==> config.mk <==
export PLATFORM = sky130hd
export DESIGN_NAME = fifo_msg_reader_flat
export DESIGN_NICKNAME = d
export VERILOG_FILES = /design/src/rtl/fifo_msg_reader_if.sv /design/src/rtl/fifo_msg_reader.sv /design/src/flat_wrapper.sv
export SDC_FILE = /design/constraint.sdc
export NUM_CORES = 1
export LEC_CHECK = 0
export ABC_AREA = 1
export CORE_ASPECT_RATIO = 1.5
export CORE_MARGIN = 2
export CORE_UTILIZATION = 51
export CTS_CLUSTER_DIAMETER = 100
export CTS_CLUSTER_SIZE = 25
export DETAILED_ROUTE_END_ITERATION = 7
export HOLD_SLACK_MARGIN = 0.1
export PLACE_DENSITY = 0.95
export SYNTH_ARGS = -nofsm -noshare
export SYNTH_HDL_FRONTEND = slang
export SYNTH_SLANG_ARGS = --single-unit
export TNS_END_PERCENT = 30
==> constraint.sdc <==
create_clock -name CLK -period 3.4 [get_ports CLK]
set_input_delay 0.68 -clock CLK [delete_from_list [all_inputs] [get_ports CLK]]
set_output_delay 0.68 -clock CLK [all_outputs]
set_load 0.02 [all_outputs]
==> src/rtl/fifo_msg_reader_if.sv <==
// fifo_msg_reader_if
//   Bundles the two handshakes that fifo_msg_reader sits between:
//   the FIFO dequeue port and the ready/valid message output.
//
//   Parameter
//     width      data word width, shared by the FIFO and the output
//
//   Signals
//     F_EMPTY_N  FIFO has a word and F_DATA is valid
//     F_DATA     FIFO head word
//     F_DEQ      dequeue strobe to the FIFO
//     M_VALID    output beat valid
//     M_READY    consumer accepts the beat
//     M_DATA     output beat data
//     M_SOM      first beat of a message
//     M_EOM      last beat of a message
//
//   Modports
//     master     the reader (drives F_DEQ and the M_* beat)
//     slave      the environment (FIFO plus consumer)

interface fifo_msg_reader_if #(
  parameter int width = 128
);

  logic             F_EMPTY_N;
  logic [width-1:0] F_DATA;
  logic             F_DEQ;
  logic             M_VALID;
  logic             M_READY;
  logic [width-1:0] M_DATA;
  logic             M_SOM;
  logic             M_EOM;

  modport master (
    input  F_EMPTY_N, F_DATA, M_READY,
    output F_DEQ, M_VALID, M_DATA, M_SOM, M_EOM
  );

  modport slave (
    output F_EMPTY_N, F_DATA, M_READY,
    input  F_DEQ, M_VALID, M_DATA, M_SOM, M_EOM
  );

endinterface

==> src/rtl/fifo_msg_reader.sv <==
// fifo_msg_reader
//   Read-side framer for the SRL FIFO family. It drains a FIFO whose
//   stream is made of messages. Each message is one header word that
//   carries the payload length in its low lenw bits, followed by that
//   many payload words. The payload is presented on a one-deep registered
//   ready/valid output with SOM/EOM framing. The block also counts
//   completed messages and zero-length messages.
//
//   Optional feature: define FIFO_MSG_READER_HDR_PASS_EN to forward the
//   header word as the first beat of each message. Without the macro,
//   headers are consumed silently and zero-length messages produce no
//   beat.
//
//   Parameters
//     width      data word width (FIFO and output)
//     lenw       header length field width, lenw <= width
//
//   Ports
//     CLK        sole clock, rising edge
//     RST_N      asynchronous active-low reset
//     CLR        synchronous clear, same effect as reset
//     bus        fifo_msg_reader_if.master (FIFO dequeue + message output)
//     MSG_COUNT  completed messages, wraps modulo 2^32
//     ZLM_COUNT  zero-length messages consumed, saturates at 16'hFFFF
//     BUSY       a message is in progress or a beat is pending

module fifo_msg_reader #(
  parameter int width = 128,
  parameter int lenw  = 16
) (
  input  logic                CLK,
  input  logic                RST_N,
  input  logic                CLR,
  fifo_msg_reader_if.master   bus,
  output logic [31:0]         MSG_COUNT,
  output logic [15:0]         ZLM_COUNT,
  output logic                BUSY
);

  typedef enum logic {
    IDLE,
    DATA
  } state_t;

  localparam logic [lenw-1:0] LEN_ONE = lenw'(1);

  state_t           state, state_nxt;
  logic [lenw-1:0]  remaining, remaining_nxt;
  logic             first, first_nxt;
  logic             m_valid, m_valid_nxt;
  logic             m_som, m_som_nxt;
  logic             m_eom, m_eom_nxt;
  logic [width-1:0] m_data, m_data_nxt;
  logic [31:0]      msg_count;
  logic [15:0]      zlm_count;
  logic             msg_inc;
  logic             zlm_inc;
  logic             slot_free;
  logic             deq;
  logic [lenw-1:0]  hdr_len;

  // The output register can take a new beat when it is empty or its
  // current beat leaves on this edge.
  assign slot_free = !m_valid || bus.M_READY;
  assign hdr_len   = bus.F_DATA[lenw-1:0];

  // Next-state and dequeue decision. The dequeue strobe is gated by
  // reset and CLR so the FIFO never loses a word that this block would
  // discard anyway. It is also gated by F_EMPTY_N so the FIFO never
  // underflows.
  always_comb begin
    state_nxt     = state;
    remaining_nxt = remaining;
    first_nxt     = first;
    m_valid_nxt   = m_valid;
    m_som_nxt     = m_som;
    m_eom_nxt     = m_eom;
    m_data_nxt    = m_data;
    msg_inc       = 1'b0;
    zlm_inc       = 1'b0;
    deq           = 1'b0;

    if (RST_N && !CLR) begin
      case (state)
`ifdef FIFO_MSG_READER_HDR_PASS_EN
        IDLE:    deq = bus.F_EMPTY_N && slot_free;
`else
        // The header is swallowed here, so a pending last beat of the
        // previous message does not hold up the next header.
        IDLE:    deq = bus.F_EMPTY_N;
`endif
        DATA:    deq = bus.F_EMPTY_N && slot_free;
        default: deq = 1'b0;
      endcase
    end

    // A beat taken by the consumer empties the register. A load below
    // overrides this on the same edge.
    if (m_valid && bus.M_READY) begin
      m_valid_nxt = 1'b0;
      m_som_nxt   = 1'b0;
      m_eom_nxt   = 1'b0;
    end

    if (deq) begin
      case (state)
        IDLE: begin
`ifdef FIFO_MSG_READER_HDR_PASS_EN
          m_data_nxt  = bus.F_DATA;
          m_valid_nxt = 1'b1;
          m_som_nxt   = 1'b1;
          m_eom_nxt   = (hdr_len == '0);
`endif
          if (hdr_len == '0) begin
            zlm_inc = 1'b1;
`ifdef FIFO_MSG_READER_HDR_PASS_EN
            msg_inc = 1'b1;
`endif
          end else begin
            remaining_nxt = hdr_len;
            state_nxt     = DATA;
`ifdef FIFO_MSG_READER_HDR_PASS_EN
            // The header beat already carried SOM.
            first_nxt     = 1'b0;
`else
            first_nxt     = 1'b1;
`endif
          end
        end
        DATA: begin
          m_data_nxt    = bus.F_DATA;
          m_valid_nxt   = 1'b1;
          m_som_nxt     = first;
          m_eom_nxt     = (remaining == LEN_ONE);
          first_nxt     = 1'b0;
          // remaining is at least one here, so a maximum-length header
          // counts down to zero without wrapping.
          remaining_nxt = remaining - LEN_ONE;
          if (remaining == LEN_ONE) begin
            state_nxt = IDLE;
            msg_inc   = 1'b1;
          end
        end
        default: ;
      endcase
    end
  end

  // State, output beat register and counters. CLR behaves like reset
  // and also drops any undelivered beat.
  always_ff @(posedge CLK or negedge RST_N) begin
    if (!RST_N) begin
      state     <= IDLE;
      remaining <= '0;
      first     <= 1'b0;
      m_valid   <= 1'b0;
      m_som     <= 1'b0;
      m_eom     <= 1'b0;
      m_data    <= '0;
      msg_count <= '0;
      zlm_count <= '0;
    end else if (CLR) begin
      state     <= IDLE;
      remaining <= '0;
      first     <= 1'b0;
      m_valid   <= 1'b0;
      m_som     <= 1'b0;
      m_eom     <= 1'b0;
      m_data    <= '0;
      msg_count <= '0;
      zlm_count <= '0;
    end else begin
      state     <= state_nxt;
      remaining <= remaining_nxt;
      first     <= first_nxt;
      m_valid   <= m_valid_nxt;
      m_som     <= m_som_nxt;
      m_eom     <= m_eom_nxt;
      m_data    <= m_data_nxt;
      if (msg_inc) begin
        msg_count <= msg_count + 32'd1;
      end
      if (zlm_inc && (zlm_count != 16'hFFFF)) begin
        zlm_count <= zlm_count + 16'd1;
      end
    end
  end

  assign bus.F_DEQ   = deq;
  assign bus.M_VALID = m_valid;
  assign bus.M_DATA  = m_data;
  assign bus.M_SOM   = m_som;
  assign bus.M_EOM   = m_eom;
  assign MSG_COUNT   = msg_count;
  assign ZLM_COUNT   = zlm_count;
  assign BUSY        = (state != IDLE) || m_valid;

endmodule

==> src/flat_wrapper.sv <==
// flat-port wrapper written by rule: the top's interface ports become plain ports
module fifo_msg_reader_flat 
#(
  parameter int width = 128,
  parameter int lenw  = 16
)
  (CLK, RST_N, CLR, MSG_COUNT, ZLM_COUNT, BUSY, bus_F_EMPTY_N, bus_F_DATA, bus_M_READY, bus_F_DEQ, bus_M_VALID, bus_M_DATA, bus_M_SOM, bus_M_EOM);
  fifo_msg_reader_if #(.width(width)) bus_i ();
  input  logic CLK;
  input  logic RST_N;
  input  logic CLR;
  output logic [31:0] MSG_COUNT;
  output logic [15:0] ZLM_COUNT;
  output logic BUSY;
  input wire logic [$bits(bus_i.F_EMPTY_N)-1:0] bus_F_EMPTY_N;
  input wire logic [$bits(bus_i.F_DATA)-1:0] bus_F_DATA;
  input wire logic [$bits(bus_i.M_READY)-1:0] bus_M_READY;
  output wire logic [$bits(bus_i.F_DEQ)-1:0] bus_F_DEQ;
  output wire logic [$bits(bus_i.M_VALID)-1:0] bus_M_VALID;
  output wire logic [$bits(bus_i.M_DATA)-1:0] bus_M_DATA;
  output wire logic [$bits(bus_i.M_SOM)-1:0] bus_M_SOM;
  output wire logic [$bits(bus_i.M_EOM)-1:0] bus_M_EOM;
  assign bus_i.F_EMPTY_N = bus_F_EMPTY_N;
  assign bus_i.F_DATA = bus_F_DATA;
  assign bus_i.M_READY = bus_M_READY;
  assign bus_F_DEQ = bus_i.F_DEQ;
  assign bus_M_VALID = bus_i.M_VALID;
  assign bus_M_DATA = bus_i.M_DATA;
  assign bus_M_SOM = bus_i.M_SOM;
  assign bus_M_EOM = bus_i.M_EOM;
  fifo_msg_reader #(.width(width), .lenw(lenw)) u_core (.CLK(CLK), .RST_N(RST_N), .CLR(CLR), .bus(bus_i), .MSG_COUNT(MSG_COUNT), .ZLM_COUNT(ZLM_COUNT), .BUSY(BUSY));
endmodule
==> summary.md <==
| Metric | Value |
|---|---|
| CTS tree | `done` |
| Share of the synthesized area in the top cell type | `0.5009` |
| Via count | `10210` |
| Antenna violations before repair | `0` |
| CP Data Arrival Time | `2.47 ns` |
| FP Rows | `a little over 60` |
| Final WL | `~32000 um` |
| Hold Startpoint | `u_core.bus.M_DATA[3]` |
| Die ar. | `just over 20000 sq um` |
| Max-slew headroom | `0.2862` |
| Max H-tree Level | `4` |
| Ys Warns | `0` |
| CP Max Fanout | `3` |
| Max IR drop VDD | `0.4105 mV` |
| FF-to-FF path depth | `8` |
| HPWL reported at the end of detailed placement | `approximately 22000 um` |
| CTS clock-pin slew for the worst setup and hold paths | `~0.07 ns` |
| Cell count after placement | `between 1500 and 2000` |
| All-Layer GR Usage | `0.3145` |
| Die Width | `approximately 120 um` |
| Mapped Avg Cell Area | `about 7.7 sq um` |
| Core area | `between 15000 and 20000 sq um` |
| Slew Limit Fails | `0` |
| Starting Density | `0.5178` |
| Chip Height | `between 150 and 200 um` |
| Status | `finished clean` |
| CTS sink count | `between 150 and 200` |
| Yosys reg bits | `a little under 200` |
| RePlAce Congestion | `roughly 1` |
| Clock buffer depth | `2` |
| PortBufs | `approximately 310` |
| Hold Path Cell Cnt | `2` |
| Max Clock Freq | `317.9 MHz` |
| Non-Filler Instances | `~1800` |
| ANT nets after route | `0` |
| CP startpoint kind | `input port` |
| Post-synth EDFFs | `0` |
| Hold violation count in the final report | `0` |
| Hold_ws | `about 0.51 ns` |
| Final period util | `0.9252` |
| Power Dens Cells | `380.3 nW/um^2` |
| Post-synthesis sequential area ratio | `0.5009` |
| Yosys top cell by area | `dfrtp_1` |
| Final instance area | `13720 sq um` |
| Most frequent cell after synthesis | `nand2_1` |
| Layout Nets | `~1700` |
| RSZ-0062 raised after global routing | `no` |
| Root Buffer | `clkbuf_16` |
| Drt wl/cell | `around 18 um` |
| Syn nets | `roughly 1400` |
| Crit. End Element | `output pin` |
| Dpl cell area | `13100 sq um` |
| Reg2reg start | `u_core.state` |
| IO Pins | `~310` |
| Top post-synthesis cells by area | `dfrtp_1, nand3_1, nand2_1, nor2_1, inv_1` |
| Num CTS Buffers | `17` |
| Worst-margin pin slew | `about 1.1 ns` |
| Layout cells sized above 1 | `0.03893` |
| Final setup violation count | `0` |
| Largest net degree at the start of global routing | `197` |
| DR iter-0 viols | `between 800 and 900` |
| Post-CTS setup buffers | `0` |
| Post-Synthesis Cell Area | `between 9000 and 10000 sq um` |
| Max cap viols | `0` |
| First-pass GRT wire length | `51750 um` |
| Clock skew | `0.01241 ns` |
| Crit path kind | `in -> out` |
| CP required | `approximately 2.7 ns` |
| Synthesis-to-layout area growth | `39.41%` |
| Post-synth cell types | `28` |
| Vias per cell | `between 5 and 6` |
| Clk_lat worst skew | `0.44 ns` |
| DRC Markers | `0` |
| N_diodes | `0` |
| GRT Residual Overflow | `0` |
| Async set-or-reset flop fraction in the synthesized netlist | `1.000` |
| Gate Count Post-Synth | `approximately 1300` |
| Synth Flop Type | `dfrtp_1` |
| Synth top cells by count | `nand2_1, nand3_1, dfrtp_1` |
| Setup total negative slack | `0 ns` |
| Period minus WS final | `roughly 3.1 ns` |
| Vias in the first global route | `roughly 10000` |
| CP startpoint | `RST_N` |
| TritonRoute pass-1 iters | `8` |
| Filler cells | `~1400` |
| Worst min path class | `reg -> reg` |
| Leak Pwr | `6.581 nW` |
==> kinds of logic (layout without fill, tap and decap cells) <==
group | Yosys count | after routing | share of synthesized area
simple gates | 870 | 870 | 0.3830
flops | 197 | 197 | 0.5009
buf+inv | 144 | 425 | 0.06229
compound gates | 49 | 49 | 0.02911
xor+xnor | 22 | 22 | 0.01958
fa+ha+maj | 4 | 4 | 0.005085
==> per-stage QoR <==
step / utilization / setup WS (ns) / power [mW]
2_1_floorplan: - / 1.109 / 2.773
3_3_place_gp: 0.6891 / 0.4050 / 3.118
3_5_place_dp: 0.6891 / 0.3708 / 3.130
4_1_cts: 0.7219 / 0.2681 / 5.243
5_1_grt: 0.7219 / 0.2146 / 5.404
6_report: 0.7219 / 0.2543 / 5.218
==> report_power, final <==
| part | leakage [nW] | internal [mW] | switching (mW) | total, mW |
|---|---|---|---|---|
| registers | 2.73 | 2.39 | 0.0508 | 2.44 |
| clock network | 0.289 | 1.18 | 0.938 | 2.12 |
| logic | 3.56 | 0.283 | 0.369 | 0.652 |
| total | 6.58 | 3.86 | 1.36 | 5.22 |
==> area by class of cell <==
cell class | instances | area (sq um) | share of cell area
clock buffer | 18 | 439.2 | 0.03201
clock inverter | 14 | 173.9 | 0.01268
inverter | 69 | 265.3 | 0.01933
multi-input combinational | 945 | 4304 | 0.3137
sequential | 197 | 4933 | 0.3596
tap | 256 | 320.3 | 0.02334
timing repair buffer | 324 | 3284 | 0.2394
==> worst max-delay path, stage by stage <==
cell and delay (ns):
dlygate4sd3_1 0.54, clkbuf_8 0.15, nand3_1 0.15, inv_2 0.10
o21ai_2 0.07, clkinv_2 0.08, clkdlybuf4s50_1 0.68
==> state kept, by name, indices dropped and copies added (netlist names) <==
signal,cells
u_core.bus.M_SOM,1
u_core.bus.M_EOM,1
u_core.bus.M_DATA,128
u_core.bus.M_VALID,1
u_core.first,1
u_core.state,1
u_core.remaining,16
u_core.ZLM_COUNT,16
u_core.MSG_COUNT,32
==> layout by cell type (no fill, tap or decap), drive strengths merged <==
cell type	n
a21oi	7
buf	10
bufinv	3
clkbuf	19
clkdlybuf4s50	312
clkinv	5
clkinvlp	4
dfrtp	197
dlygate4sd3	1
ha	4
inv	71
nand2	401
nand3	321
nand4	29
nor2	110
nor2b	1
nor3	2
o211ai	4
o21ai	31
o21bai	5
o22ai	1
o31ai	1
or2	6
xnor2	6
xor2	16
==> repair_timing <==
action                                 4_1_cts  5_1_grt
endpoints found under the hold margin        1        0
resized for setup                            0        0
hold buffers                                 1        0
==> final timing paths <==
kind	slack (ns)	to
worst min-delay path	0.51	u_core.bus.M_DATA[3]
min in group asynchronous	0.62	u_core.MSG_COUNT[8]
worst min register to register	0.51	u_core.bus.M_DATA[3]
worst max register to register	0.87	u_core.ZLM_COUNT[7]
max in group asynchronous	1.52	u_core.state
worst max-delay path	0.25	bus_F_DEQ
==> metal layers <==
layer,track usage,wire length (um)
met5,0,0
met4,0.1692,1666
met3,0.07940,2561
met2,0.5429,16300
met1,0.3579,11520
No activity file was read; power rests on OpenSTA's default activity.
